**src/rtl/alu_cmd_sequencer.sv**
```systemverilog
// Command sequencer for the registered 16-bit ALU: FIFO-buffered issue, result capture, valid/ready output.
// Optional divide-by-zero trap enabled by defining ALU_SEQ_DIV_ZERO_TRAP_EN.
module alu_cmd_sequencer #(
  parameter int WIDTH = 16,
  parameter int DEPTH = 4
) (
  input  logic             CLK,
  input  logic             RST,
  input  logic             cmd_valid,
  output logic             cmd_ready,
  input  logic [WIDTH-1:0] cmd_A,
  input  logic [WIDTH-1:0] cmd_B,
  input  logic [3:0]       cmd_FUN,
  output logic [WIDTH-1:0] ALU_A,
  output logic [WIDTH-1:0] ALU_B,
  output logic [3:0]       ALU_FUN,
  input  logic [WIDTH-1:0] ALU_OUT_in,
  input  logic [4:0]       ALU_FLAGS_in,
  output logic             res_valid,
  input  logic             res_ready,
  output logic [WIDTH-1:0] res_data,
  output logic [4:0]       res_flags,
  output logic             res_err,
  output logic             busy
);
  localparam int AW = $clog2(DEPTH);
  localparam int CW = AW + 1;

  typedef struct packed {
    logic [WIDTH-1:0] a;
    logic [WIDTH-1:0] b;
    logic [3:0]       fun;
  } cmd_t;

  typedef enum logic [2:0] {
    IDLE, ISSUE, WAIT, HOLD
`ifdef ALU_SEQ_DIV_ZERO_TRAP_EN
    , TRAP
`endif
  } state_t;

  cmd_t             fifo_q [DEPTH];
  logic [AW-1:0]    wr_ptr_q, rd_ptr_q;
  logic [CW-1:0]    count_q;
  state_t           state_q, state_d;
  logic [WIDTH-1:0] alu_a_q, alu_b_q, res_data_q;
  logic [3:0]       alu_fun_q;
  logic [4:0]       res_flags_q;
  logic             res_valid_q;
  logic             push, pop, load_op, capture, release_res, trap_fire, fifo_empty;
  cmd_t             head;

  assign cmd_ready  = (count_q != CW'(DEPTH));
  assign fifo_empty = (count_q == '0);
  assign push       = cmd_valid && cmd_ready;
  assign head       = fifo_q[rd_ptr_q];

  always_comb begin
    state_d     = state_q;
    pop         = 1'b0;
    load_op     = 1'b0;
    capture     = 1'b0;
    release_res = 1'b0;
    trap_fire   = 1'b0;
    unique case (state_q)
      IDLE: if (!fifo_empty) begin
        pop     = 1'b1;
        load_op = 1'b1;
        state_d = ISSUE;
      end
      ISSUE: state_d = WAIT;
      WAIT: begin
        capture = 1'b1;
        state_d = HOLD;
      end
      HOLD: if (res_ready) begin
        release_res = 1'b1;
        state_d     = IDLE;
        if (!fifo_empty) begin
          pop     = 1'b1;
          load_op = 1'b1;
          state_d = ISSUE;
        end
      end
`ifdef ALU_SEQ_DIV_ZERO_TRAP_EN
      TRAP: begin
        trap_fire = 1'b1;
        state_d   = HOLD;
      end
`endif
      default: state_d = IDLE;
    endcase
`ifdef ALU_SEQ_DIV_ZERO_TRAP_EN
    // Divide by zero never reaches the ALU; operand registers keep their old value.
    if (pop && head.fun == 4'b0011 && head.b == '0) begin
      load_op = 1'b0;
      state_d = TRAP;
    end
`endif
  end

  always_ff @(posedge CLK) begin
    if (RST) begin
      wr_ptr_q    <= '0;
      rd_ptr_q    <= '0;
      count_q     <= '0;
      state_q     <= IDLE;
      alu_a_q     <= '0;
      alu_b_q     <= '0;
      alu_fun_q   <= '0;
      res_data_q  <= '0;
      res_flags_q <= '0;
      res_valid_q <= 1'b0;
    end else begin
      state_q <= state_d;
      if (push) begin
        fifo_q[wr_ptr_q] <= {cmd_A, cmd_B, cmd_FUN};
        wr_ptr_q         <= wr_ptr_q + AW'(1);
      end
      if (pop) rd_ptr_q <= rd_ptr_q + AW'(1);
      count_q <= count_q + CW'(push) - CW'(pop);
      if (load_op) begin
        alu_a_q   <= head.a;
        alu_b_q   <= head.b;
        alu_fun_q <= head.fun;
      end
      if (capture) begin
        res_data_q  <= ALU_OUT_in;
        res_flags_q <= ALU_FLAGS_in;
        res_valid_q <= 1'b1;
      end else if (trap_fire) begin
        res_data_q  <= '0;
        res_flags_q <= 5'b01000;
        res_valid_q <= 1'b1;
      end else if (release_res) begin
        res_valid_q <= 1'b0;
      end
    end
  end

`ifdef ALU_SEQ_DIV_ZERO_TRAP_EN
  logic res_err_q;
  always_ff @(posedge CLK) begin
    if (RST)            res_err_q <= 1'b0;
    else if (capture)   res_err_q <= 1'b0;
    else if (trap_fire) res_err_q <= 1'b1;
  end
  assign res_err = res_err_q;
`else
  assign res_err = 1'b0;
`endif

  assign ALU_A     = alu_a_q;
  assign ALU_B     = alu_b_q;
  assign ALU_FUN   = alu_fun_q;
  assign res_valid = res_valid_q;
  assign res_data  = res_data_q;
  assign res_flags = res_flags_q;
  assign busy      = (state_q != IDLE) || !fifo_empty;
endmodule

```
**config.mk**
```make
export PLATFORM = sky130hd
export DESIGN_NAME = alu_cmd_sequencer
export DESIGN_NICKNAME = d
export VERILOG_FILES = /design/src/rtl/alu_cmd_sequencer.sv
export SDC_FILE = /design/constraint.sdc
export NUM_CORES = 1
export LEC_CHECK = 0
export CAP_MARGIN = 0
export CORE_ASPECT_RATIO = 2
export CORE_UTILIZATION = 56
export CTS_BUF_LIST = sky130_fd_sc_hd__clkbuf_8
export DETAILED_ROUTE_END_ITERATION = 6
export PLACE_DENSITY_LB_ADDON = 0.25
export SLEW_MARGIN = 20
export SYNTH_ARGS = -nofsm -noshare
export SYNTH_HDL_FRONTEND = slang
export SYNTH_SLANG_ARGS = --single-unit
```
**constraint.sdc**
```tcl
create_clock -name CLK -period 2.7 [get_ports CLK]
set_input_delay 0.54 -clock CLK [delete_from_list [all_inputs] [get_ports CLK]]
set_output_delay 0.54 -clock CLK [all_outputs]
set_load 0.05 [all_outputs]
```
Word-level counts from Yosys, hierarchy flattened

Memories as Yosys holds them, arrays and structs flattened. A register that Yosys moved wholly into a read port is not among the register bits.
Cells that the tools add are included.

RAM bits: 144
Word-level logic and storage cells: 41
Bits of input ports: 61
Bits in registers: 32
Output and inout port bits: 61
Memories: 1

Memory list:

| name   | words | bits a word | read ports | clocked after memory_dff | wr ports | line | RTL |
|---|---|---|---|---|---|---|---|
| fifo_q | 4     | 36          | 1          | 1                        | 1        | 42   | `cmd_t fifo_q [DEPTH];` |

Reductions and logical operators: 8
Eq/ne operators: 6
Add/subtract/negate cells: 4
Mux-type cells: 15

Operators by type and width:

| cell                                           | count |
|---|---|
| case mux 3 bit (4 select lines)                | 1 |
| two-way mux 1 bit                              | 11 |
| == test 3 x 2 -> 1 bit (second input constant) | 2 |
| logical NOT 3 bit                              | 2 |
| two-way mux 3 bit                              | 2 |
| adder 2 x 1 -> 2 bit (second input constant)   | 2 |
| != test 2 bit (second input constant)          | 2 |
| adder 3 x 1 -> 3 bit                           | 1 |
| == test 3 x 1 -> 1 bit (second input constant) | 1 |
| != test 3 bit (second input constant)          | 1 |
| nonzero test 3 bit                             | 1 |
| subtractor 3 x 1 -> 3 bit                      | 1 |
| case mux 1 bit (2 select lines)                | 1 |
| AND reduction 2 bit                            | 1 |
| nonzero test 2 bit                             | 1 |
| logical AND 1 bit                              | 1 |
| logical NOT 1 bit                              | 1 |
| logical OR 1 bit                               | 1 |

Logic depth before layout (Yosys ltp)

Word-level depth: 5
Gate-level depth with buffers: 13
Depth with buffers taken out: 12

Least setup slack after synthesis

OpenSTA, ideal clock, no wires.

Path type: register -> register
From: register state_q[0]
To: register count_q[2]
Buffers on the path: 1
Library setup time: 0.078 ns
Arrival: 2.403 ns
Cell stages (with the launch flop): 13
Period minus slack after synthesis: 2.481 ns
Required time: 2.622 ns
Slack: 0.219 ns
Cells stage by stage: dfxtp_1 > inv_1 > ha_1 > buf_2 > nor3_1 > ha_1 > inv_1 > ha_1 > inv_1 > fa_1 > xor2_1 > and2_2 > nor3_1

Cells in the longest elaborated chain, start to end: 3
Elaborated cells between the ends (all ways): 4
Classes of those cells: add/sub (1); eq/ne (1); mux (1); reduce/logical (1)

Ends and longest elaborated chain:

| element                                                     | line | RTL |
|---|---|---|
| from (decl)                                                 | 45   | `state_t state_q, state_d;` |
| from (signal assigned)                                      | 115  | `state_q <= state_d;` |
| == test 3 x 2 -> 1 bit or logical NOT 3 bit (tied branches) | --   |  |
| case mux 1 bit (2 select lines) (*)                         | --   |  |
| named net load_op                                           | 50   | `logic push, pop, load_op, capture, release_res, trap_fire, fifo_empty;` |
| subtractor 3 x 1 -> 3 bit (*)                               | 121  | `count_q <= count_q + CW'(push) - CW'(pop);` |
| to (signal assigned)                                        | 121  |  |
| to (decl)                                                   | 44   | `logic [CW-1:0] count_q;` |

The timed path passes the listed nets; every way through them passes the cells marked *.
A chain may end at the register's enable or synchronous reset.

Worst setup path in the final report

From: register state_q[0]
To: output port busy

Cells in the longest elaborated chain, start to end: 2

Ends and longest elaborated chain:

| element            | line | RTL |
|---|---|---|
| nonzero test 3 bit | 159  | `assign busy = (state_q != IDLE) \|\| !fifo_empty;` |
| logical OR 1 bit   | 159  |  |
| to (decl)          | 24   | `output logic busy` |

No other way between the ends.

==> run_results.csv <==
group,metric,value,unit
route,drt_iter0_markers,262,
route,dr.pass1.iters,4,
die,start_util,0.5715,
clock_network,clock_sinks,211,
synthesis,ys.warnings.count,0,
die,core.rowCount,62,
clock_network,holdBufCountCts,0,
die,io_pins,122,
clock_network,worst_skew_pair.late_latency,0.53,ns
power,clkPwrFrac,0.207,
setup_path,crit_path_end_kind,"output pin",
outcome,status,"completed",
synthesis,syn_avg_cell_area,16.31,µm²
timing,setup_viol,0,
grt,grt_pass1_vias,5239,
timing,worstMarginPinSlew,0.7419,ns
min_path,hp-class,"reg2reg",
timing,hold_violations,0,
placed_design,io_buffer_count,120,
clock_network,cts_made_buffers,27,
route,ant_nets,0,
timing,maxSlewHeadroom,0.5054,
setup_path,critPathLaunchType,"flip-flop",
die,die_w,87.58,µm
route,vias_per_cell,5.851,
timing,min_period,2.518,ns
layout,stdcell_count,838,
die,die_h,173.1,µm
route,routedWlPerCell,20.06,µm
run,drv_cap,0,
route,vias,4903,
placed_design,hpwlAfterDp,10300,µm
clock_network,clk_pin_slew,0.07,ns
grt,gr-total-overflow,0,
grt,grt_max_degree,69,
layout,multi_input_area,2273,µm²
timing,fmax,0.3971,GHz
timing,slew_violations,0,
synthesis,synthDistinctLibCells,41,
timing,rsz0062_at_grt,"false",
synthesis,synth.top_cell.area_share,0.5272,
synthesis,synthTopCellsByArea,"edfxtp_1 (53%), dfxtp_1 (16%), mux4_2 (5.8%)",
power,combPwrFrac,0.397,
synthesis,synth_area,8202,µm²
timing,fin_skew,0.01725,ns
setup_path,arrival,1.98,ns
layout,final_common_cell,"edfxtp_1",
die,fp.coreArea,14350,µm²
power,leakagePower,3.399,nW
power,switching_share,0.3898,
power,p_int,6.399,mW
clock_network,tritoncts,"done",
min_path,whs_path_depth,2,
setup_path,criticalPathCategory,"reg2out",
placed_design,gp_congestion,0.7271,
timing,layout_worst_path_cycle_share,0.9326,
setup_path,critPathMaxFanout,4,
power,powerDensity,1037,nW/µm²
synthesis,synth_seq_cells,211,
die,die_area,15160,µm²
setup_path,cp.required,2.16,ns
grt,grt_pass1_wl,26210,µm
synthesis,syn-instance-count,503,
synthesis,ys_seq_area_frac,0.6908,
power,seqPwrFrac,0.395,
placed_design,dp_cells,789,
setup_path,r2r_cells,11,
synthesis,syn_nets,574,
layout,num_antenna_cells,0,
layout,drive_gt1_frac,0.1455,
power,ir_drop,0.0006069,V
layout,syn_to_final_growth,23.33,%
grt,antenna_found_initial,0,
route,drc,0,
clock_network,cts_root_buffer,"clkbuf_8",
power,p_switching,4.088,mW
clock_network,post_cts_buffers,0,
layout,fin_util,0.7048,
clock_network,h-tree-depth,1,
grt,grt_usage,0.2304,
clock_network,clock_path_buffers,3,
layout,layout_common_cells,"edfxtp_1 (144), clkdlybuf4s50_1 (117), dfxtp_1 (65)",
route,routed_wl,16810,µm
layout,seq_area,5668,µm²
synthesis,yosys.area.top_type,"edfxtp_1",
layout,nFillCells,987,
layout,fin_nets,697,
==> worst paths after layout <==
check	from	to	slack [ns]
max	state_q[0]	busy	0.18
min reg2reg	ALU_B[13]	ALU_B[13]	0.47
max reg2reg	state_q[0]	count_q[2]	0.22
min	ALU_B[13]	ALU_B[13]	0.47
==> critical path, cell delays in order, from the launching register on <==
cell and delay, ns:
dfxtp_1 0.33, inv_1 0.09, ha_1 0.26, or4b_4 0.52
clkbuf_2 0.26
==> stage by stage <==
step	setup TNS (ns)	instance area, µm²	power (mW)	setup WS [ns]	hold slack [ns]
after floorplan	0	8202	7.089	0.2193	0.4837
after global placement	-0.03667	9597	8.284	-0.03667	0.4530
after detailed placement	-0.09975	9597	8.393	-0.09975	0.4621
after CTS	-0.02669	10110	10.56	-0.02669	0.4712
after global routing	0	10110	10.97	0.04910	0.4898
final	0	10110	10.49	0.1820	0.4696
==> cell families (layout without fill, tap and decap cells) <==
logic type / count (synthesis) / count (layout) / synth area share
XOR/XNOR: 1 / 1 / 0.001068
AO/OA/AOI/OAI: 87 / 87 / 0.06697
buffers and inverters: 52 / 195 / 0.03539
adder cells (fa/ha/maj): 10 / 10 / 0.01617
flip-flops: 211 / 211 / 0.6908
multiplexers: 57 / 57 / 0.1313
AND/OR/NAND/NOR: 84 / 84 / 0.05782
other: 1 / 1 / 0.0004572
==> sequential cells by signal, indices dropped and copies added (netlist names) <==
register and count:
state_q 2, res_valid 1, ALU_A 16, wr_ptr_q 2
res_data 16, fifo_q 144, count_q 3, rd_ptr_q 2
ALU_B 16, ALU_FUN 4, res_flags 5
==> synth_stat cells (all sizes together) <==
cell type    n
edfxtp     144
a2111oi      1
buf         28
fa           1
a21oi       43
mux4        36
or2b         1
ha           9
or3          1
xor2         1
or4          1
nand2        2
o21ai        2
and2         5
mux2i       21
a41oi        1
o31ai       37
nand3        3
conb         1
or4b         1
nor3         5
nor2b        1
a31o         1
nand2b       1
nor2        25
and2b        1
nand4       36
a21o         2
nor3b        1
clkbuf      15
dfxtp       67
inv          9
==> power groups by stage <==
stage	Clock [mW]	Combinational, mW	Sequential (mW)
after floorplan	0	2.02	5.07
after global placement	0	4.10	4.18
after detailed placement	0	4.18	4.21
after CTS	2.23	4.18	4.15
after global routing	2.36	4.43	4.19
final	2.18	4.16	4.15
==> layout make-up <==
type                       instances  share of cell area
clock buffer                      33             0.04490
sequential                       211              0.5604
tap                              192             0.02375
inverter                           9            0.003340
timing repair buffer             137              0.1364
clock inverter                    16            0.006432
multi-input combinational        240              0.2248
==> repair_timing <==
action,4_1_cts,5_1_grt
cloned,0,0
resized for setup,2,3
endpoints found under the setup margin,2,2
==> layer usage <==
metal / global-route usage / vias up / part of all wire
met1: 0.2509 / 2463 / 0.37
met3: 0.03246 / 35 / 0.041
met4: 0.09290 / 0 / 0.025
met5: 0 / - / 0
met2: 0.4329 / 161 / 0.56
li1: - / 2244 / -
No activity file was read; power rests on OpenSTA's default activity.
